## src/rtl/ahb_mtx_pkg.sv

```systemverilog
`default_nettype none
// ---------------------------------------------------------------------------
// ahb_mtx_pkg : shared AHB encodings and burst-length decode for the matrix
// Revision 1.0
// ---------------------------------------------------------------------------
package ahb_mtx_pkg;

  typedef enum logic [1:0] {
    HT_IDLE   = 2'b00,
    HT_BUSY   = 2'b01,
    HT_NONSEQ = 2'b10,
    HT_SEQ    = 2'b11
  } htrans_t;

  typedef enum logic [2:0] {
    HB_SINGLE = 3'd0,
    HB_INCR   = 3'd1,
    HB_WRAP4  = 3'd2,
    HB_INCR4  = 3'd3,
    HB_WRAP8  = 3'd4,
    HB_INCR8  = 3'd5,
    HB_WRAP16 = 3'd6,
    HB_INCR16 = 3'd7
  } hburst_t;

  localparam int BEAT_W = 4;

  // Beats remaining after the NONSEQ; undefined-length bursts never hold.
  function automatic logic [BEAT_W-1:0] burst_beats(input logic [2:0] burst);
    case (hburst_t'(burst))
      HB_WRAP4,  HB_INCR4:  burst_beats = 4'd3;
      HB_WRAP8,  HB_INCR8:  burst_beats = 4'd7;
      HB_WRAP16, HB_INCR16: burst_beats = 4'd15;
      default:              burst_beats = 4'd0;
    endcase
  endfunction

endpackage
`default_nettype wire

```

## src/rtl/ahb_rr_arb.sv

```systemverilog
`default_nettype none
// ---------------------------------------------------------------------------
// ahb_rr_arb : round-robin address-phase arbiter with burst and lock hold
// Revision 1.0
// ---------------------------------------------------------------------------
module ahb_rr_arb #(
  parameter int NUM_PORTS = 4,
  parameter int PW        = $clog2(NUM_PORTS)
) (
  input  logic                   HCLK,
  input  logic                   HRESETn,
  input  logic [NUM_PORTS-1:0]   req,
  input  logic [NUM_PORTS-1:0]   sel,
  input  logic [NUM_PORTS-1:0]   mastlock,
  input  logic [NUM_PORTS*2-1:0] trans,
  input  logic                   ready,
  input  logic                   acc_sel,
  input  logic [1:0]             acc_trans,
  input  logic [2:0]             acc_burst,
  input  logic                   acc_mastlock,
  output logic [PW-1:0]          addr_port,
  output logic                   no_port
);
  import ahb_mtx_pkg::*;

  logic [PW-1:0]     r_addr_port;
  logic [PW-1:0]     r_last_grant;
  logic              r_no_port;
  logic              r_hsel_lock;
  logic              r_run;
  logic [BEAT_W-1:0] r_beat_cnt;

  logic [PW-1:0]     w_winner;
  logic              w_any;
  logic              w_burst_hold;
  logic              w_lock_hold;
  logic              w_held;
  logic              w_rearb;
  logic [1:0]        w_own_trans;
  logic [1:0]        w_trans_a [NUM_PORTS];

  for (genvar p = 0; p < NUM_PORTS; p++) begin : g_trans
    assign w_trans_a[p] = trans[p*2 +: 2];
  end

  always_comb begin : search
    int c;
    c        = 0;
    w_any    = 1'b0;
    w_winner = r_last_grant;
    for (int k = 1; k <= NUM_PORTS; k++) begin
      c = (int'(r_last_grant) + k) % NUM_PORTS;
      if (!w_any && req[PW'(c)]) begin
        w_any    = 1'b1;
        w_winner = PW'(c);
      end
    end
  end

  // Hold decisions look at the registered owner's raw inputs, which avoids a
  // loop through the combinational output mux.
  assign w_own_trans  = w_trans_a[r_addr_port];
  assign w_burst_hold = (r_beat_cnt != '0) && sel[r_addr_port] &&
                        ((w_own_trans == HT_SEQ) || (w_own_trans == HT_BUSY));
  assign w_lock_hold  = mastlock[r_addr_port] && (r_hsel_lock || sel[r_addr_port]);
  assign w_held       = !r_no_port && (w_burst_hold || w_lock_hold);
  assign w_rearb      = r_run && ready && !w_held;

  assign addr_port = (w_rearb && w_any) ? w_winner : r_addr_port;
  assign no_port   = w_rearb ? !w_any : r_no_port;

  always_ff @(posedge HCLK or negedge HRESETn) begin
    if (!HRESETn) begin
      r_addr_port  <= '0;
      r_last_grant <= PW'(NUM_PORTS - 1);
      r_no_port    <= 1'b1;
      r_hsel_lock  <= 1'b0;
      r_beat_cnt   <= '0;
      r_run        <= 1'b0;
    end else begin
      r_run       <= 1'b1;
      r_addr_port <= addr_port;
      r_no_port   <= no_port;
      if (w_rearb && w_any)
        r_last_grant <= w_winner;
      if (ready) begin
        if (!acc_sel || (acc_trans == HT_IDLE))
          r_beat_cnt <= '0;
        else if (acc_trans == HT_NONSEQ)
          r_beat_cnt <= burst_beats(acc_burst);
        else if ((acc_trans == HT_SEQ) && (r_beat_cnt != '0))
          r_beat_cnt <= r_beat_cnt - 1'b1;

        if (acc_sel && acc_trans[1] && acc_mastlock)
          r_hsel_lock <= 1'b1;
        else if (!acc_mastlock)
          r_hsel_lock <= 1'b0;
      end
    end
  end

endmodule
`default_nettype wire

```

## src/rtl/ahb_out_stage_rr.sv

```systemverilog
`default_nettype none
// ---------------------------------------------------------------------------
// ahb_out_stage_rr : AHB matrix output stage, round-robin port selection
// Revision 1.0
// ---------------------------------------------------------------------------
module ahb_out_stage_rr #(
  parameter int NUM_PORTS = 4,
  parameter int ADDR_W    = 32,
  parameter int DATA_W    = 32,
  parameter int USER_W    = 32
) (
  input  logic                        HCLK,
  input  logic                        HRESETn,
  input  logic [NUM_PORTS-1:0]        sel_op,
  input  logic [NUM_PORTS-1:0]        held_tran_op,
  input  logic [NUM_PORTS*ADDR_W-1:0] addr_op,
  input  logic [NUM_PORTS*USER_W-1:0] auser_op,
  input  logic [NUM_PORTS*2-1:0]      trans_op,
  input  logic [NUM_PORTS-1:0]        write_op,
  input  logic [NUM_PORTS*3-1:0]      size_op,
  input  logic [NUM_PORTS*3-1:0]      burst_op,
  input  logic [NUM_PORTS*4-1:0]      prot_op,
  input  logic [NUM_PORTS*4-1:0]      master_op,
  input  logic [NUM_PORTS-1:0]        mastlock_op,
  input  logic [NUM_PORTS*DATA_W-1:0] wdata_op,
  input  logic [NUM_PORTS*USER_W-1:0] wuser_op,
  input  logic                        HREADYOUTM,
  output logic [NUM_PORTS-1:0]        active_op,
  output logic                        HSELM,
  output logic [ADDR_W-1:0]           HADDRM,
  output logic [USER_W-1:0]           HAUSERM,
  output logic [1:0]                  HTRANSM,
  output logic                        HWRITEM,
  output logic [2:0]                  HSIZEM,
  output logic [2:0]                  HBURSTM,
  output logic [3:0]                  HPROTM,
  output logic [3:0]                  HMASTERM,
  output logic                        HMASTLOCKM,
  output logic                        HREADYMUXM,
  output logic [DATA_W-1:0]           HWDATAM,
  output logic [USER_W-1:0]           HWUSERM
);
  import ahb_mtx_pkg::*;

  localparam int PW = $clog2(NUM_PORTS);

  logic [ADDR_W-1:0] w_addr_a  [NUM_PORTS];
  logic [USER_W-1:0] w_auser_a [NUM_PORTS];
  logic [1:0]        w_trans_a [NUM_PORTS];
  logic [2:0]        w_size_a  [NUM_PORTS];
  logic [2:0]        w_burst_a [NUM_PORTS];
  logic [3:0]        w_prot_a  [NUM_PORTS];
  logic [3:0]        w_mast_a  [NUM_PORTS];
  logic [DATA_W-1:0] w_wdata_a [NUM_PORTS];
  logic [USER_W-1:0] w_wuser_a [NUM_PORTS];

  logic [PW-1:0]     addr_port;
  logic              no_port;
  logic [PW-1:0]     r_data_port;
  logic              r_data_valid;
  logic              r_slave_sel;

  for (genvar p = 0; p < NUM_PORTS; p++) begin : g_unpack
    assign w_addr_a[p]  = addr_op[p*ADDR_W +: ADDR_W];
    assign w_auser_a[p] = auser_op[p*USER_W +: USER_W];
    assign w_trans_a[p] = trans_op[p*2 +: 2];
    assign w_size_a[p]  = size_op[p*3 +: 3];
    assign w_burst_a[p] = burst_op[p*3 +: 3];
    assign w_prot_a[p]  = prot_op[p*4 +: 4];
    assign w_mast_a[p]  = master_op[p*4 +: 4];
    assign w_wdata_a[p] = wdata_op[p*DATA_W +: DATA_W];
    assign w_wuser_a[p] = wuser_op[p*USER_W +: USER_W];
  end

  ahb_rr_arb #(
    .NUM_PORTS (NUM_PORTS),
    .PW        (PW)
  ) u_arb (
    .HCLK         (HCLK),
    .HRESETn      (HRESETn),
    .req          (sel_op & held_tran_op),
    .sel          (sel_op),
    .mastlock     (mastlock_op),
    .trans        (trans_op),
    .ready        (HREADYMUXM),
    .acc_sel      (HSELM),
    .acc_trans    (HTRANSM),
    .acc_burst    (HBURSTM),
    .acc_mastlock (HMASTLOCKM),
    .addr_port    (addr_port),
    .no_port      (no_port)
  );

  always_comb begin
    active_op  = '0;
    HSELM      = 1'b0;
    HADDRM     = '0;
    HAUSERM    = '0;
    HTRANSM    = HT_IDLE;
    HWRITEM    = 1'b0;
    HSIZEM     = '0;
    HBURSTM    = '0;
    HPROTM     = '0;
    HMASTERM   = '0;
    HMASTLOCKM = 1'b0;
    if (!no_port) begin
      active_op[addr_port] = 1'b1;
      HSELM      = sel_op[addr_port];
      HADDRM     = w_addr_a[addr_port];
      HAUSERM    = w_auser_a[addr_port];
      HTRANSM    = w_trans_a[addr_port];
      HWRITEM    = write_op[addr_port];
      HSIZEM     = w_size_a[addr_port];
      HBURSTM    = w_burst_a[addr_port];
      HPROTM     = w_prot_a[addr_port];
      HMASTERM   = w_mast_a[addr_port];
      HMASTLOCKM = mastlock_op[addr_port];
    end
  end

  assign HREADYMUXM = r_slave_sel ? HREADYOUTM : 1'b1;

  // Data phase follows the address phase accepted on the last ready cycle.
  always_ff @(posedge HCLK or negedge HRESETn) begin
    if (!HRESETn) begin
      r_data_port  <= '0;
      r_data_valid <= 1'b0;
      r_slave_sel  <= 1'b0;
    end else if (HREADYMUXM) begin
      r_data_port  <= addr_port;
      r_data_valid <= !no_port;
      r_slave_sel  <= HSELM;
    end
  end

  assign HWDATAM = r_data_valid ? w_wdata_a[r_data_port] : '0;
  assign HWUSERM = r_data_valid ? w_wuser_a[r_data_port] : '0;

endmodule
`default_nettype wire

```

## config.mk

```make
export PLATFORM = sky130hd
export DESIGN_NAME = ahb_out_stage_rr
export DESIGN_NICKNAME = d
export VERILOG_FILES = /design/src/rtl/ahb_mtx_pkg.sv /design/src/rtl/ahb_rr_arb.sv /design/src/rtl/ahb_out_stage_rr.sv
export SDC_FILE = /design/constraint.sdc
export NUM_CORES = 1
export LEC_CHECK = 0
export CORE_AREA = 2 2 295 297
export DETAILED_ROUTE_END_ITERATION = 12
export DIE_AREA = 0 0 297 299
export PLACE_DENSITY = 0.37
export SKIP_CTS_REPAIR_TIMING = 1
export SYNTH_ARGS = -nofsm -noshare
export SYNTH_HDL_FRONTEND = slang
export SYNTH_SLANG_ARGS = --single-unit
```

## constraint.sdc

```tcl
create_clock -name HCLK -period 3.37 [get_ports HCLK]
set_clock_uncertainty 0.05 [all_clocks]
set_input_delay 0.337 -clock HCLK [delete_from_list [all_inputs] [get_ports HCLK]]
set_output_delay 0.337 -clock HCLK [all_outputs]
set_load 0.005 [all_outputs]
```

==> reports/results.ini <==
[status]
outcome = finished, violations left
violations = negative setup slack

[worst_setup_path]
startpoint = u_arb.r_beat_cnt[0]
reg2reg_slack_ns = 0.17
path_delay_family = buffers and inverters
crit_type = reg -> out
arrival_ns = 3.23
crit_fanout = 13
cp.required_ns = 2.98
path_cells = inv_2 -> ha_4 -> nor3b_4 -> buf_6 -> a21oi_4 -> o221a_4 -> o21ai_4 -> nand2_8 -> inv_8 -> buf_12 -> nand2_1 -> nand2_1 -> a222oi_1 -> nor2_2 -> clkdlybuf4s50_1
cpPeakStageDelay_ns = 0.54
r2r-start = u_arb.r_beat_cnt[0]
cpMaxStageDelayCell = clkdlybuf4s50_1
path_buf_inv = 5
r2r_cells = 16
end_kind = output pin
cp-start-kind = flop
crit_top_cell = nand2_1
r2r_end = u_arb.r_beat_cnt[1]

[synthesis]
ys_warn_count = 0
synth-edff-count = 0
synth-seq-cells = 15
ys_seq_area_frac = 0.0669
async_reset_ff_frac = 1.00
synth_nets = 1376
postSynth.topFlopCell = dfrtp_1
synth_cells = 779
syn_avg_cell_area_um2 = 7.28
syn-cell-area_um2 = 5670
yosysUniqueCellTypes = 71

[timing]
max_clock_freq_mhz = 277
finalCritPeriodShare = 1.07
hold_viol_final = 0
period_minus_slack_ns = 3.62
slew_viol_final = 0
setup_ws_ns = -0.245
tightest_slew_ns = 0.947
max_slew_margin = 0.367
grt_setup_unrepaired = true
setup_viol_count_final = 29
whs_ns = 0.495

[global_route]
grt.met1_usage = 0.146
met3_usage = 0.0317
busiest_layer = met2
antenna_found_initial = 11
grt-ovfl-total = 0
use_met2 = 0.245
grt_pass1_vias = 10500
grt_max_degree = 62
track_usage = 0.127
grt_pass1_wl_um = 81500

[clocking]
clock-root-buffer = clkbuf_16
cts_tree = done
htree_levels = 1
clock_sinks = 15
clk_pin_slew_ns = 0.06
clock_latency_ns = 0.26
numCtsBuffers = 3
clockBufferDepth = 2

[die]
initial_core_util = 0.0660
dieArea_um2 = 88800
fp.dieW_um = 297
core-area_um2 = 85900
die_h_um = 299
num_rows = 108
io_pins = 747

[run]
drv_cap = 0

[worst_hold_path]
min-delay-start = u_arb.r_last_grant[0]
hp-class = reg -> reg
min_to = u_arb.r_last_grant[0]
hold_depth = 2

[placed_design]
dp_cells = 2745
place_ws_ns = -0.663
place_area_um2 = 15600
gp_congestion = 0.953
io_buffers = 746
hpwl_um = 53400

[layout]
final_layout_size_suffix_gt1_frac = 0.238
layout.cells.non_filler = 2803
stdcell_area_um2 = 16400
final_cell_mix = clkdlybuf4s50_1 (656), nand2_1 (230), buf_4 (145)
layout_commonest_cell = clkdlybuf4s50_1
syn2layout_area_growth_pct = 189
nets = 2242

[routing]
vias_per_cell = 3.61
wirelength_um = 63800
remaining_drc_errors = 0
drt_iter0_drc = 818
vias = 10100
dr.pass1.iters = 6
post_drt_wl_per_cell_um = 22.8
postRouteAntennaNets = 0

[power]
ir_drop_uv = 279
finalPower_mw = 13.1
leakagePower_nw = 6.74
power_density_nw_per_um2 = 796

==> how the worst max path moves through the flow <==
| stage | end | slack, ns | cells after the start |
|---|---|---|---|
| after floorplan | HBURSTM[0] | 0.45 | 14 |
| after global placement | HMASTERM[2] | -0.67 | 10 |
| after detailed placement | HMASTERM[2] | -0.66 | 10 |
| after CTS | HMASTERM[2] | -0.69 | 10 |
| after global routing | HMASTERM[2] | -0.43 | 15 |
| final | HMASTERM[2] | -0.25 | 15 |
==> cells in the mapped netlist (9+ instances only) <==
| master | number | area (um^2) |
|---|---|---|
| o21ai_0 | 12 | 60.1 |
| a222oi_1 | 78 | 781 |
| nor2_1 | 91 | 342 |
| inv_1 | 14 | 52.6 |
| dfrtp_1 | 12 | 300 |
| nor3_1 | 9 | 45.0 |
| clkbuf_1 | 49 | 184 |
| nand2_1 | 250 | 938 |
| and2_1 | 66 | 413 |
| buf_2 | 13 | 65.1 |
| buf_1 | 12 | 45.0 |
| mux4_2 | 64 | 1440 |
==> through the flow <==
step / utilization / TNS (ns)
after floorplan: - / 0
after global placement: 0.181 / -41.51
after detailed placement: 0.181 / -40.91
after CTS: 0.182 / -41.97
after global routing: 0.191 / -9.01
final: 0.191 / -2.17
==> layout make-up <==
type,count,area (um^2)
clock inverter,1,5.00
timing repair buffer,937,9230
sequential,15,388
fill,9706,69500
tap,1155,1450
clock buffer,3,75.1
inverter,19,93.8
multi-input combinational,669,5140
antenna,4,10.0
==> routing by layer <==
layer | part of all wire | vias to the layer above
met5 | 0.00011 | -
met2 | 0.53 | 543
met4 | 0.0086 | 2
li1 | - | 4683
met3 | 0.071 | 34
met1 | 0.39 | 4852
==> flip-flops by register name, summed over array words and instances, names as in the netlist <==
name,cells
u_arb.r_hsel_lock,1
u_arb.r_beat_cnt,4
r_data_port,2
r_slave_sel,1
u_arb.r_addr_port,2
u_arb.r_run,1
u_arb.r_last_grant,2
u_arb.r_no_port,1
r_data_valid,1
==> where the power goes <==
| group | total [mW] | switching, mW | internal (mW) |
|---|---|---|---|
| sequential | 0.521 | 0.244 | 0.277 |
| combinational | 12.3 | 5.78 | 6.49 |
| clock | 0.253 | 0.0938 | 0.159 |
==> kinds of logic (layout without fill, tap and decap cells) <==
| family | count (synthesis) | in the layout | share of synthesized area |
|---|---|---|---|
| buffers and inverters | 95 | 960 | 0.0682 |
| adders and majority gates | 2 | 2 | 0.00441 |
| AOI/OAI and AO/OA | 150 | 150 | 0.248 |
| xor gates and xnor gates | 1 | 1 | 0.00155 |
| DFF | 15 | 15 | 0.0669 |
| muxes | 71 | 71 | 0.267 |
| other | 1 | 5 | 0.000662 |
| and+or+nand+nor | 444 | 444 | 0.343 |
==> worst min-delay path: cells and delay by family, from the launching register on <==
family	cells	cell delay, ns
flip-flops	1	0.41
AO/OA/AOI/OAI	1	0.07
AND/OR/NAND/NOR	1	0.06
Power figures use the tool's default switching activity.
